File: config.mk
export PLATFORM = sky130hd
export DESIGN_NAME = bus_arbiter
export DESIGN_NICKNAME = d
export VERILOG_FILES = /design/src/rtl/bus_arbiter.sv
export SDC_FILE = /design/constraint.sdc
export NUM_CORES = 1
export LEC_CHECK = 0
export ABC_AREA = 1
export CAP_MARGIN = 20
export CORE_ASPECT_RATIO = 1.75
export CORE_MARGIN = 5
export CORE_UTILIZATION = 38
export CTS_BUF_LIST = sky130_fd_sc_hd__clkbuf_8
export DETAILED_ROUTE_END_ITERATION = 7
export GPL_ROUTABILITY_DRIVEN = 0
export PLACE_DENSITY = 0.78
export SLEW_MARGIN = 5
export SYNTH_ARGS = -nofsm -noshare
export SYNTH_HDL_FRONTEND = slang
export SYNTH_SLANG_ARGS = --single-unit
File: constraint.sdc
create_clock -name sys_clk -period 1.3 [get_ports sys_clk]
set_input_delay 0.26 -clock sys_clk [delete_from_list [all_inputs] [get_ports sys_clk]]
set_output_delay 0.26 -clock sys_clk [all_outputs]
set_load 0.05 [all_outputs]
File: src/rtl/bus_arbiter.sv
// -----------------------------------------------------------------------------
// bus_arbiter
//
// Arbitrates the single system memory port (ROM/RAM with a registered one-cycle
// read) between the chroni video fetcher and the CPU. Chroni has real-time
// priority. Each granted access is a single 8-bit read or write and finishes
// with a one-cycle ack pulse to its owner. Only one access is ever in flight.
//
// Optional build macro:
//   BUS_ARB_FAIRNESS_EN - when defined, a starvation guard counts chroni grants
//                         made while the CPU is waiting. Once CPU_MAX_WAIT is
//                         reached, the next grant goes to the CPU. When the
//                         macro is undefined, chroni has strict priority.
//
// Parameters:
//   ADDR_W        memory address width (default 14)
//   CPU_MAX_WAIT  chroni grants allowed while the CPU waits, 1..255 (default 8)
//
// Ports:
//   sys_clk        in   system clock; all logic runs on its rising edge
//   reset          in   asynchronous, active-high reset
//   chroni_addr    in   [13:0] chroni read address (zero-extended/truncated)
//   chroni_rd_req  in   chroni read request (level)
//   chroni_rd_ack  out  one-cycle pulse; chroni_data is valid while it is high
//   chroni_data    out  [7:0] registered chroni read data
//   cpu_addr       in   [15:0] CPU address; the low ADDR_W bits are used
//   cpu_rd_req     in   CPU read request (level)
//   cpu_wr_req     in   CPU write request (level); wins over cpu_rd_req
//   cpu_wr_data    in   [7:0] write data, sampled at grant
//   cpu_ack        out  one-cycle completion pulse for a CPU read or write
//   cpu_data       out  [7:0] registered CPU read data, valid with cpu_ack
//   mem_addr       out  [ADDR_W-1:0] memory address
//   mem_we         out  one-cycle memory write strobe
//   mem_wr_data    out  [7:0] memory write data
//   mem_rd_data    in   [7:0] memory q, valid one edge after the address edge
//   dbg_state      out  [2:0] current FSM state encoding (for observation)
//
// Handshake: a requester raises its level request and holds it until it sees
// its ack high; it then drops the request on that same edge. The arbiter never
// samples requests in ACK, and IDLE samples one edge later, so a completed
// request is never granted twice. A request dropped after grant still
// completes, and its ack still pulses.
// -----------------------------------------------------------------------------
module bus_arbiter #(
  parameter int ADDR_W       = 14,
  parameter int CPU_MAX_WAIT = 8
) (
  input  logic              sys_clk,
  input  logic              reset,
  input  logic [13:0]       chroni_addr,
  input  logic              chroni_rd_req,
  output logic              chroni_rd_ack,
  output logic [7:0]        chroni_data,
  input  logic [15:0]       cpu_addr,
  input  logic              cpu_rd_req,
  input  logic              cpu_wr_req,
  input  logic [7:0]        cpu_wr_data,
  output logic              cpu_ack,
  output logic [7:0]        cpu_data,
  output logic [ADDR_W-1:0] mem_addr,
  output logic              mem_we,
  output logic [7:0]        mem_wr_data,
  input  logic [7:0]        mem_rd_data,
  output logic [2:0]        dbg_state
);

  typedef enum logic [2:0] {
    IDLE    = 3'd0,
    RD_ADDR = 3'd1,
    RD_DATA = 3'd2,
    ACK     = 3'd3,
    WR      = 3'd4
  } state_t;

  state_t state;
  logic   owner_cpu;  // 1: current access belongs to the CPU, 0: to chroni

  // Catch an out-of-range wait limit at elaboration time in every build.
  if (CPU_MAX_WAIT < 1 || CPU_MAX_WAIT > 255) begin : g_bad_cpu_max_wait
    $error("bus_arbiter: CPU_MAX_WAIT must be in 1..255");
  end

  logic [ADDR_W-1:0] chroni_addr_w;
  logic [ADDR_W-1:0] cpu_addr_w;
  logic              cpu_pend;
  logic              force_cpu;
  logic              grant_chroni;

  assign chroni_addr_w = ADDR_W'(chroni_addr);
  assign cpu_addr_w    = ADDR_W'(cpu_addr);
  assign cpu_pend      = cpu_rd_req | cpu_wr_req;
  assign grant_chroni  = chroni_rd_req & ~force_cpu;
  assign dbg_state     = state;

`ifdef BUS_ARB_FAIRNESS_EN
  localparam logic [7:0] MAX_WAIT = 8'(CPU_MAX_WAIT);

  // Count of consecutive chroni grants made while the CPU was waiting. The
  // counter only moves on grants (in IDLE). It stops at MAX_WAIT because the
  // next grant then goes to the CPU and clears it.
  logic [7:0] fair_cnt;

  assign force_cpu = cpu_pend & (fair_cnt >= MAX_WAIT);

  always_ff @(posedge sys_clk or posedge reset) begin
    if (reset) begin
      fair_cnt <= 8'd0;
    end else if (state == IDLE) begin
      if (grant_chroni) begin
        fair_cnt <= cpu_pend ? fair_cnt + 8'd1 : 8'd0;
      end else if (cpu_pend) begin
        fair_cnt <= 8'd0;
      end
    end
  end
`else
  assign force_cpu = 1'b0;
`endif

  always_ff @(posedge sys_clk or posedge reset) begin
    if (reset) begin
      state         <= IDLE;
      owner_cpu     <= 1'b0;
      chroni_rd_ack <= 1'b0;
      cpu_ack       <= 1'b0;
      mem_we        <= 1'b0;
      mem_addr      <= '0;
      mem_wr_data   <= 8'd0;
      chroni_data   <= 8'd0;
      cpu_data      <= 8'd0;
    end else begin
      // Acks and the write strobe are single-cycle pulses. The data and
      // address registers keep their values unless they are written below.
      chroni_rd_ack <= 1'b0;
      cpu_ack       <= 1'b0;
      mem_we        <= 1'b0;
      case (state)
        IDLE: begin
          if (grant_chroni) begin
            mem_addr  <= chroni_addr_w;
            owner_cpu <= 1'b0;
            state     <= RD_ADDR;
          end else if (cpu_pend) begin
            mem_addr  <= cpu_addr_w;
            owner_cpu <= 1'b1;
            // If both the read and the write are requested, do the write.
            if (cpu_wr_req) begin
              mem_we      <= 1'b1;
              mem_wr_data <= cpu_wr_data;
              state       <= WR;
            end else begin
              state <= RD_ADDR;
            end
          end
        end
        // The memory registers mem_addr on this edge; q is ready one edge later.
        RD_ADDR: state <= RD_DATA;
        RD_DATA: begin
          if (owner_cpu) begin
            cpu_data <= mem_rd_data;
            cpu_ack  <= 1'b1;
          end else begin
            chroni_data   <= mem_rd_data;
            chroni_rd_ack <= 1'b1;
          end
          state <= ACK;
        end
        WR: begin
          cpu_ack <= 1'b1;
          state   <= ACK;
        end
        // Requests are not sampled here: the owner is still dropping its request.
        ACK:     state <= IDLE;
        default: state <= IDLE;
      endcase
    end
  end

endmodule

==> tab_implementation.tex, run 1 <==
\begin{tabular}{lr}
\hline
Metric & Value \\
\hline
\multicolumn{2}{l}{\textbf{Finish}} \\
\quad Final Core Density & 71.5\% \\
\quad Area growth from synthesis to layout & 84.1\% \\
\quad Highest-count cells in the layout ignoring fill and taps & sky130\_fd\_sc\_hd\_\_nand2\_1 (104), sky130\_fd\_sc\_hd\_\_clkdlybuf4s50\_1 (48), sky130\_fd\_sc\_hd\_\_buf\_12 (48), sky130\_fd\_sc\_hd\_\_dfrtp\_1 (42), sky130\_fd\_sc\_hd\_\_nand3\_1 (17) \\
\quad Most common cell after layout, fill and taps aside & sky130\_fd\_sc\_hd\_\_nand2\_1 \\
\quad Ant diodes & 0 \\
\quad Post-layout net count & roughly 390 \\
\quad Ratio of cells with drive above 1 in the final layout & 28.9\% \\
\multicolumn{2}{l}{\textbf{STA}} \\
\quad Slew Limit Fails & 0 \\
\quad Final critical-path share of the clock period & 97.5\% \\
\quad Worst slew margin & 83.9\% \\
\quad Fin worst setup slack & 0.0323 ns \\
\quad Clock period minus final worst setup slack & 1.27 ns \\
\quad RSZ-0062 raised after global routing & true \\
\quad Number of endpoints with negative hold slack in the final report & 0 \\
\quad FMAX & 789 MHz \\
\quad Total setup violations reported at the end of the flow & 0 \\
\quad Slew at the pin with the worst max-slew slack & 0.242 ns \\
\quad Worst clock skew on the final layout & 0.00584 ns \\
\multicolumn{2}{l}{\textbf{Worst setup path}} \\
\quad Worst-case register-to-register setup slack & between 0.03 and 0.04 ns \\
\quad Critical Path Source Type & flop \\
\quad Sequence of cells on the critical path & nor2\_8 > nand2\_8 > buf\_12 > inv\_6 > nand3\_1 > nand2\_1 \\
\quad Maximum cell stage delay along the critical path & 0.48 ns \\
\quad Critical path endpoint category & flop \\
\quad Crit path max-delay cell type & sky130\_fd\_sc\_hd\_\_dfrtp\_2 \\
\quad Critical Path RT & about 1.5 ns \\
\quad Category of the most critical setup path & reg -> reg \\
\quad Critical-path maximum fanout & 6 \\
\quad CP startpoint & dbg\_state[0] \\
\quad Reg2reg start & dbg\_state[0] \\
\quad Worst endpoint data arrival time & approximately 1.5 ns \\
\multicolumn{2}{l}{\textbf{Floorplanning}} \\
\quad Number of rows in the core area & 35 \\
\quad Die width & 65.4 microns \\
\quad Die area & 6990 sq um \\
\quad Die extent in y & about 110 microns \\
\quad Initial Util & 38.8\% \\
\quad Number of I/O pins & 95 \\
\quad Std-Cell Core Area & 5260 sq um \\
\multicolumn{2}{l}{\textbf{Synthesis}} \\
\quad Synth Instances & 232 \\
\quad Post-synth design cell area & 2040 sq um \\
\quad Flop and latch count out of synthesis & 45 \\
\quad Sequential cell area fraction in the yosys report & 55.2\% \\
\quad Synth cell types & 23 \\
\quad Top area cells in the synthesized netlist & sky130\_fd\_sc\_hd\_\_dfrtp\_1 (55\%), sky130\_fd\_sc\_hd\_\_nand2\_1 (20\%), sky130\_fd\_sc\_hd\_\_nand3\_1 (4.2\%), sky130\_fd\_sc\_hd\_\_nand2\_2 (3.4\%), sky130\_fd\_sc\_hd\_\_o21ai\_0 (2.2\%) \\
\quad Cell accounting for the most synthesized area & sky130\_fd\_sc\_hd\_\_dfrtp\_1 \\
\quad Synth Area per Inst & 8.80 sq um \\
\quad Synth Warn \# & 0 \\
\quad Post-Synthesis Net Count & between 200 and 300 \\
\quad Area fraction of the dominant cell type after synthesis & 55.2\% \\
\multicolumn{2}{l}{\textbf{Route}} \\
\quad Mean routed wirelength per cell & $\sim$14 microns \\
\quad Routed Antenna Nets & 0 \\
\quad Number of DRC violations after detailed routing & 0 \\
\quad Number of vias after detailed routing & 1854 \\
\quad Number of design-rule violations left by the first detailed-router iteration & 76 \\
\quad First-pass detailed-route iteration total & 4 \\
\quad Overall routed net length & 5410 microns \\
\quad Average vias per placed instance & 4.66 \\
\multicolumn{2}{l}{\textbf{Job}} \\
\quad Max Cap Viol & 0 \\
\multicolumn{2}{l}{\textbf{Clock network}} \\
\quad Clock latency at the later pin of the worst-skew pair & 0.29 ns \\
\quad Number of buffers inserted during clock tree synthesis & 5 \\
\quad Cell at the root of the clock tree & sky130\_fd\_sc\_hd\_\_clkbuf\_8 \\
\quad Clk buf depth & 2 \\
\quad Clk slew on worst S/H paths & around 0.090 ns \\
\quad CTS tree & done \\
\quad H-tree depth reported by CTS & 2 \\
\quad Clk sink count & between 40 and 50 \\
\multicolumn{2}{l}{\textbf{Power}} \\
\quad Total power per unit cell area & 2910 nW/um\^{}2 \\
\quad Leakage dissipation & 1.84 nW \\
\quad Highest ir drop seen on vdd & 1590 uV \\
\multicolumn{2}{l}{\textbf{Min path}} \\
\quad Class of the most critical hold timing path & in -> async \\
\multicolumn{2}{l}{\textbf{Global route}} \\
\quad GRT overflow & 0 \\
\quad First-pass GRT wire length & slightly above 8000 microns \\
\quad Total track usage & 15.2\% \\
\quad Antenna violations before repair & 0 \\
\quad Largest net degree at the start of global routing & 46 \\
\quad Number of global-route vias before repair & 1756 \\
\multicolumn{2}{l}{\textbf{Place}} \\
\quad Placed wire-length estimate after detailed placement & 4100 microns \\
\quad Placement-stage worst setup slack & -0.177 ns \\
\quad Buffers on Ports & 92 \\
\multicolumn{2}{l}{\textbf{Outcome}} \\
\quad Status & finished, final reports clean \\
\hline
\end{tabular}
-- state kept, by name, summed over array words and instances (netlist names) --
| signal | cells |
|---|---|
| chroni_data | 8 |
| chroni_rd_ack | 1 |
| cpu_ack | 1 |
| cpu_data | 8 |
| dbg_state | 3 |
| mem_addr | 14 |
| mem_we | 1 |
| mem_wr_data | 8 |
| owner_cpu | 1 |
-- final timing paths --
check | to | cells past startpoint
max | mem_addr[2] | 6
min | mem_we | 3
max reg2reg | mem_addr[2] | 6
min reg2reg | mem_wr_data[3] | 2
max in group asynchronous | dbg_state[1] | 3
min in group sys_clk | mem_wr_data[2] | 3
-- Yosys cell counts --
master	number
sky130_fd_sc_hd__a21oi_1	1
sky130_fd_sc_hd__buf_12	1
sky130_fd_sc_hd__buf_2	3
sky130_fd_sc_hd__buf_4	2
sky130_fd_sc_hd__buf_6	1
sky130_fd_sc_hd__dfrtp_1	45
sky130_fd_sc_hd__inv_1	12
sky130_fd_sc_hd__inv_2	1
sky130_fd_sc_hd__inv_4	1
sky130_fd_sc_hd__inv_8	1
sky130_fd_sc_hd__nand2_1	108
sky130_fd_sc_hd__nand2_2	11
sky130_fd_sc_hd__nand2_4	1
sky130_fd_sc_hd__nand2_8	2
sky130_fd_sc_hd__nand3_1	17
sky130_fd_sc_hd__nand3_4	1
sky130_fd_sc_hd__nand3b_4	1
sky130_fd_sc_hd__nand4_1	1
sky130_fd_sc_hd__nor2_1	3
sky130_fd_sc_hd__nor2_4	1
sky130_fd_sc_hd__nor2_8	1
sky130_fd_sc_hd__o21ai_0	9
sky130_fd_sc_hd__o21ai_1	8
-- area by class of cell --
cell class | count | area (sq um)
clock buffers | 6 | 82.6
flip-flops and latches | 45 | 1130
multi-input cells | 167 | 823
clock inverters | 2 | 37.5
repair buffers | 107 | 1530
fillers | 397 | 1500
well taps | 55 | 68.8
inverters | 15 | 75.1
repair inverters | 1 | 8.76
-- worst max-delay path, delay by kind of cell (launching register included) --
kind	cells	cell delay (ns)
flip-flops	1	0.48
buffers and inverters	2	0.21
AND/OR/NAND/NOR	4	0.52
-- per-layer routing --
| metal | vias up | global-route usage (%) | share of wire (%) |
|---|---|---|---|
| met4 | 0 | 6.38 | 2.2 |
| met1 | 840 | 15.1 | 33 |
| met5 | - | 0 | 0 |
| met3 | 9 | 2.83 | 4.7 |
| met2 | 63 | 29.4 | 60 |
| li1 | 942 | - | - |
-- per-stage QoR --
step                TNS (ns)  area, sq um  hold slack (ns)  total power (W)  std cells
global placement       -2.30         3510            0.517          0.00934        381
CTS                        0         3640            0.367           0.0106        390
finish                     0         3760            0.364           0.0109        398
floorplan             -0.273         2050            0.270          0.00610        232
global route          -0.152         3760            0.369           0.0114        398
detailed placement     -3.11         3510            0.524          0.00946        381
-- power breakdown --
| group | internal [W] | leakage [nW] | total, W | switching (W) |
|---|---|---|---|---|
| clock network | 0.000625 | 0.0574 | 0.00110 | 0.000470 |
| registers | 0.00206 | 0.559 | 0.00281 | 0.000751 |
| logic | 0.00332 | 1.22 | 0.00703 | 0.00371 |
| total | 0.00601 | 1.84 | 0.0109 | 0.00493 |
-- cells by family (layout without fill, tap and decap cells) --
| logic type | count (synthesis) | in the layout | share of synthesized area, % |
|---|---|---|---|
| AND/OR/NAND/NOR | 147 | 149 | 34.2 |
| flip-flops | 45 | 45 | 55.2 |
| buffers and inverters | 22 | 131 | 6.25 |
| AO/OA/AOI/OAI | 18 | 18 | 4.41 |
-- repair_timing --
item	4_1_cts	5_1_grt
pin swaps	0	7
gates resized for setup	0	12
gates cloned	0	3
buffers inserted	1	5
endpoints found under the setup margin	1	24
hold buffers	0	0
Power figures use the tool's default switching activity.
==> run 2: changes to the inputs <==
--- a/config.mk
+++ b/config.mk
@@ -9,9 +9,10 @@
 export CAP_MARGIN = 20
 export CORE_ASPECT_RATIO = 1.75
 export CORE_MARGIN = 5
-export CORE_UTILIZATION = 38
+export CORE_UTILIZATION = 59
 export CTS_BUF_LIST = sky130_fd_sc_hd__clkbuf_8
 export DETAILED_ROUTE_END_ITERATION = 7
+export DONT_BUFFER_PORTS = 1
 export GPL_ROUTABILITY_DRIVEN = 0
 export PLACE_DENSITY = 0.78
 export SLEW_MARGIN = 5
==> tab_implementation.tex, run 2 (synthesized netlist as in run 1, its figures left out) <==
\begin{tabular}{lr}
\hline
Metric & Value \\
\hline
\multicolumn{2}{l}{\textbf{Clock network}} \\
\quad Cell at the root of the clock tree & sky130\_fd\_sc\_hd\_\_clkbuf\_8 \\
\quad H-tree depth reported by CTS & 2 \\
\quad Number of buffers inserted during clock tree synthesis & 5 \\
\quad Clk slew on worst S/H paths & 0.08 ns \\
\quad Clk sink count & 45 \\
\quad Clk buf depth & 2 \\
\quad Clock latency at the later pin of the worst-skew pair & 0.30 ns \\
\quad CTS tree & done \\
\multicolumn{2}{l}{\textbf{Worst setup path}} \\
\quad Critical-path maximum fanout & 4 \\
\quad Levels on crit path & 2 \\
\quad Maximum cell stage delay along the critical path & 0.41 ns \\
\quad Sequence of cells on the critical path & buf\_6 > buf\_8 \\
\quad Critical Path RT & 1.04 ns \\
\quad Sum of buffers and inverters on the critical path & 2 \\
\quad Critical Path Source Type & flop \\
\quad Worst-case reg-to-reg path depth & 6 \\
\quad Worst endpoint data arrival time & 0.99 ns \\
\quad Critical path endpoint category & output port \\
\quad Crit path max-delay cell type & sky130\_fd\_sc\_hd\_\_dfrtp\_2 \\
\quad Top delay family on crit path & flip-flops \\
\quad Category of the most critical setup path & reg -> out \\
\multicolumn{2}{l}{\textbf{Floorplanning}} \\
\quad Initial Util & 60.7\% \\
\quad Die area & about 4800 sq um \\
\quad Die width & around 54 microns \\
\quad Die extent in y & 87.8 microns \\
\quad Number of I/O pins & 95 \\
\quad Std-Cell Core Area & 3360 sq um \\
\quad Number of rows in the core area & 28 \\
\multicolumn{2}{l}{\textbf{Finish}} \\
\quad Post-layout net count & 293 \\
\quad Most common cell after layout, fill and taps aside & sky130\_fd\_sc\_hd\_\_nand2\_1 \\
\quad Ratio of cells with drive above 1 in the final layout & 17.3\% \\
\quad Highest-count cells in the layout ignoring fill and taps & sky130\_fd\_sc\_hd\_\_nand2\_1 (108), sky130\_fd\_sc\_hd\_\_dfrtp\_1 (42), sky130\_fd\_sc\_hd\_\_nand3\_1 (17), sky130\_fd\_sc\_hd\_\_nand2\_2 (11), sky130\_fd\_sc\_hd\_\_inv\_1 (11) \\
\quad Ant diodes & 0 \\
\quad Area growth from synthesis to layout & 11.8\% \\
\quad Storage cell area & 1130 sq um \\
\quad Largest reg by FF count & mem\_addr \\
\quad Area of the multi-input gates & 798 sq um \\
\quad Flip-flop count of the largest register, all copies and words added & 14 \\
\quad Post-route insts no fill & 288 \\
\quad Fillers & between 300 and 400 \\
\multicolumn{2}{l}{\textbf{Global route}} \\
\quad Antenna violations before repair & 0 \\
\quad Largest net degree at the start of global routing & 29 \\
\quad Number of global-route vias before repair & 1496 \\
\quad GR Util met3 & 5.28\% \\
\quad Most Used Layer, Global Route & met2 \\
\quad Routing usage on met2 & 32.8\% \\
\quad GRT overflow & 0 \\
\quad First-pass GRT wire length & 6600 microns \\
\quad Fraction of met1 tracks used by global routing & 19.9\% \\
\quad Total track usage & 19.0\% \\
\multicolumn{2}{l}{\textbf{Power}} \\
\quad Total power per unit cell area & 3370 nW/um\^{}2 \\
\quad Switching Power & about 0.0042 W \\
\quad Sw frac & 54.8\% \\
\quad Clock power frac & 15.7\% \\
\quad Leakage dissipation & 1.22 nW \\
\quad Highest ir drop seen on vdd & 1810 uV \\
\quad Logic gate share of total power & 24.4\% \\
\quad Sequential fraction of design power & between 50\% and 60\% \\
\quad Int Power & roughly 0.0035 W \\
\multicolumn{2}{l}{\textbf{STA}} \\
\quad Worst slew margin & roughly 66\% \\
\quad Slew Limit Fails & 0 \\
\quad FMAX & 802 MHz \\
\quad Final critical-path share of the clock period & 96.0\% \\
\quad Number of endpoints with negative hold slack in the final report & 0 \\
\quad Slew at the pin with the worst max-slew slack & 0.515 ns \\
\quad Total setup violations reported at the end of the flow & 0 \\
\quad RSZ-0062 raised after global routing & false \\
\quad Clock period minus final worst setup slack & 1.25 ns \\
\quad Fin worst setup slack & 0.0526 ns \\
\quad Worst clock skew on the final layout & $\sim$0.0047 ns \\
\multicolumn{2}{l}{\textbf{Min path}} \\
\quad Class of the most critical hold timing path & in -> reg \\
\quad Number of instances on the worst hold path & 2 \\
\multicolumn{2}{l}{\textbf{Route}} \\
\quad Number of design-rule violations left by the first detailed-router iteration & 11 \\
\quad Average vias per placed instance & 5.09 \\
\quad First-pass detailed-route iteration total & 3 \\
\quad Number of vias after detailed routing & 1465 \\
\quad Overall routed net length & $\sim$4000 microns \\
\quad Mean routed wirelength per cell & 14.0 microns \\
\quad Number of DRC violations after detailed routing & 0 \\
\quad Routed Antenna Nets & 0 \\
\multicolumn{2}{l}{\textbf{Job}} \\
\quad Max Cap Viol & 0 \\
\multicolumn{2}{l}{\textbf{Place}} \\
\quad Placement-stage worst setup slack & 0.0692 ns \\
\quad Post-placement cell count & 277 \\
\quad Buffers on Ports & 0 \\
\quad Placed wire-length estimate after detailed placement & roughly 3100 microns \\
\multicolumn{2}{l}{\textbf{Outcome}} \\
\quad Status & finished, final reports clean \\
\hline
\end{tabular}
-- run 2: cell types whose count changed in the layout (fill, tap and decap cells not counted), sizes merged --
cell           previous run  this run
buf                      59         8
clkdlybuf4s50            48         0
bufinv                    1         2
clkbuf                    6         5
clkinvlp                  2         1
dlygate4sd3               0         1
nor2                      6         5
-- run 2: final timing paths --
path                           startpoint              to  slack, ns
max                          dbg_state[1]    dbg_state[1]       0.05
min                        cpu_wr_data[1]  mem_wr_data[1]       0.08
max reg2reg                  dbg_state[0]    mem_addr[13]       0.09
min reg2reg                     owner_cpu       owner_cpu       0.58
max in group asynchronous           reset    dbg_state[1]       0.40
min in group asynchronous           reset     mem_addr[0]       0.44
-- run 2: routing by layer --
layer	share of wire, %	up-vias
met5	0	-
met4	2.6	0
met3	11	8
met2	54	71
met1	33	647
li1	-	739
-- run 2: what timing repair did --
| action | 4_1_cts | 5_1_grt |
|---|---|---|
| resized for setup | 1 | 2 |
| gates cloned | 0 | 1 |
| buffers inserted | 1 | 0 |
| setup endpoints to repair | 1 | 6 |
| pin swaps | 0 | 1 |
| hold buffers | 1 | 0 |
| endpoints found under the hold margin | 17 | 0 |
-- run 2: cell type report --
cell class	count	area share [%]
sequential	45	49.5
multi-input combinational	166	35.0
tap	45	2.47
clock inverter	3	2.85
inverter	15	3.07
timing repair buffer	9	4.11
clock buffer	5	3.02
-- run 2: power groups by stage --
stage          clock [W]  sequential, W  combinational [W]
4_1_cts          0.00125        0.00463            0.00185
3_3_place_gp           0        0.00464            0.00171
3_5_place_dp           0        0.00466            0.00179
6_report         0.00121        0.00461            0.00187
2_1_floorplan          0        0.00468            0.00142
5_1_grt          0.00129        0.00468            0.00215
-- run 2: metrics by stage --
step	setup TNS [ns]	total power (W)	cell area, sq um	util, %	hold WS [ns]
after floorplan	-0.273	0.00610	2050	-	0.270
after global placement	0	0.00636	2110	62.7	0.143
after detailed placement	0	0.00646	2110	62.7	0.146
after CTS	0	0.00772	2260	67.3	0.0619
after global routing	0	0.00812	2280	67.9	0.0695
final	0	0.00769	2280	67.9	0.0760
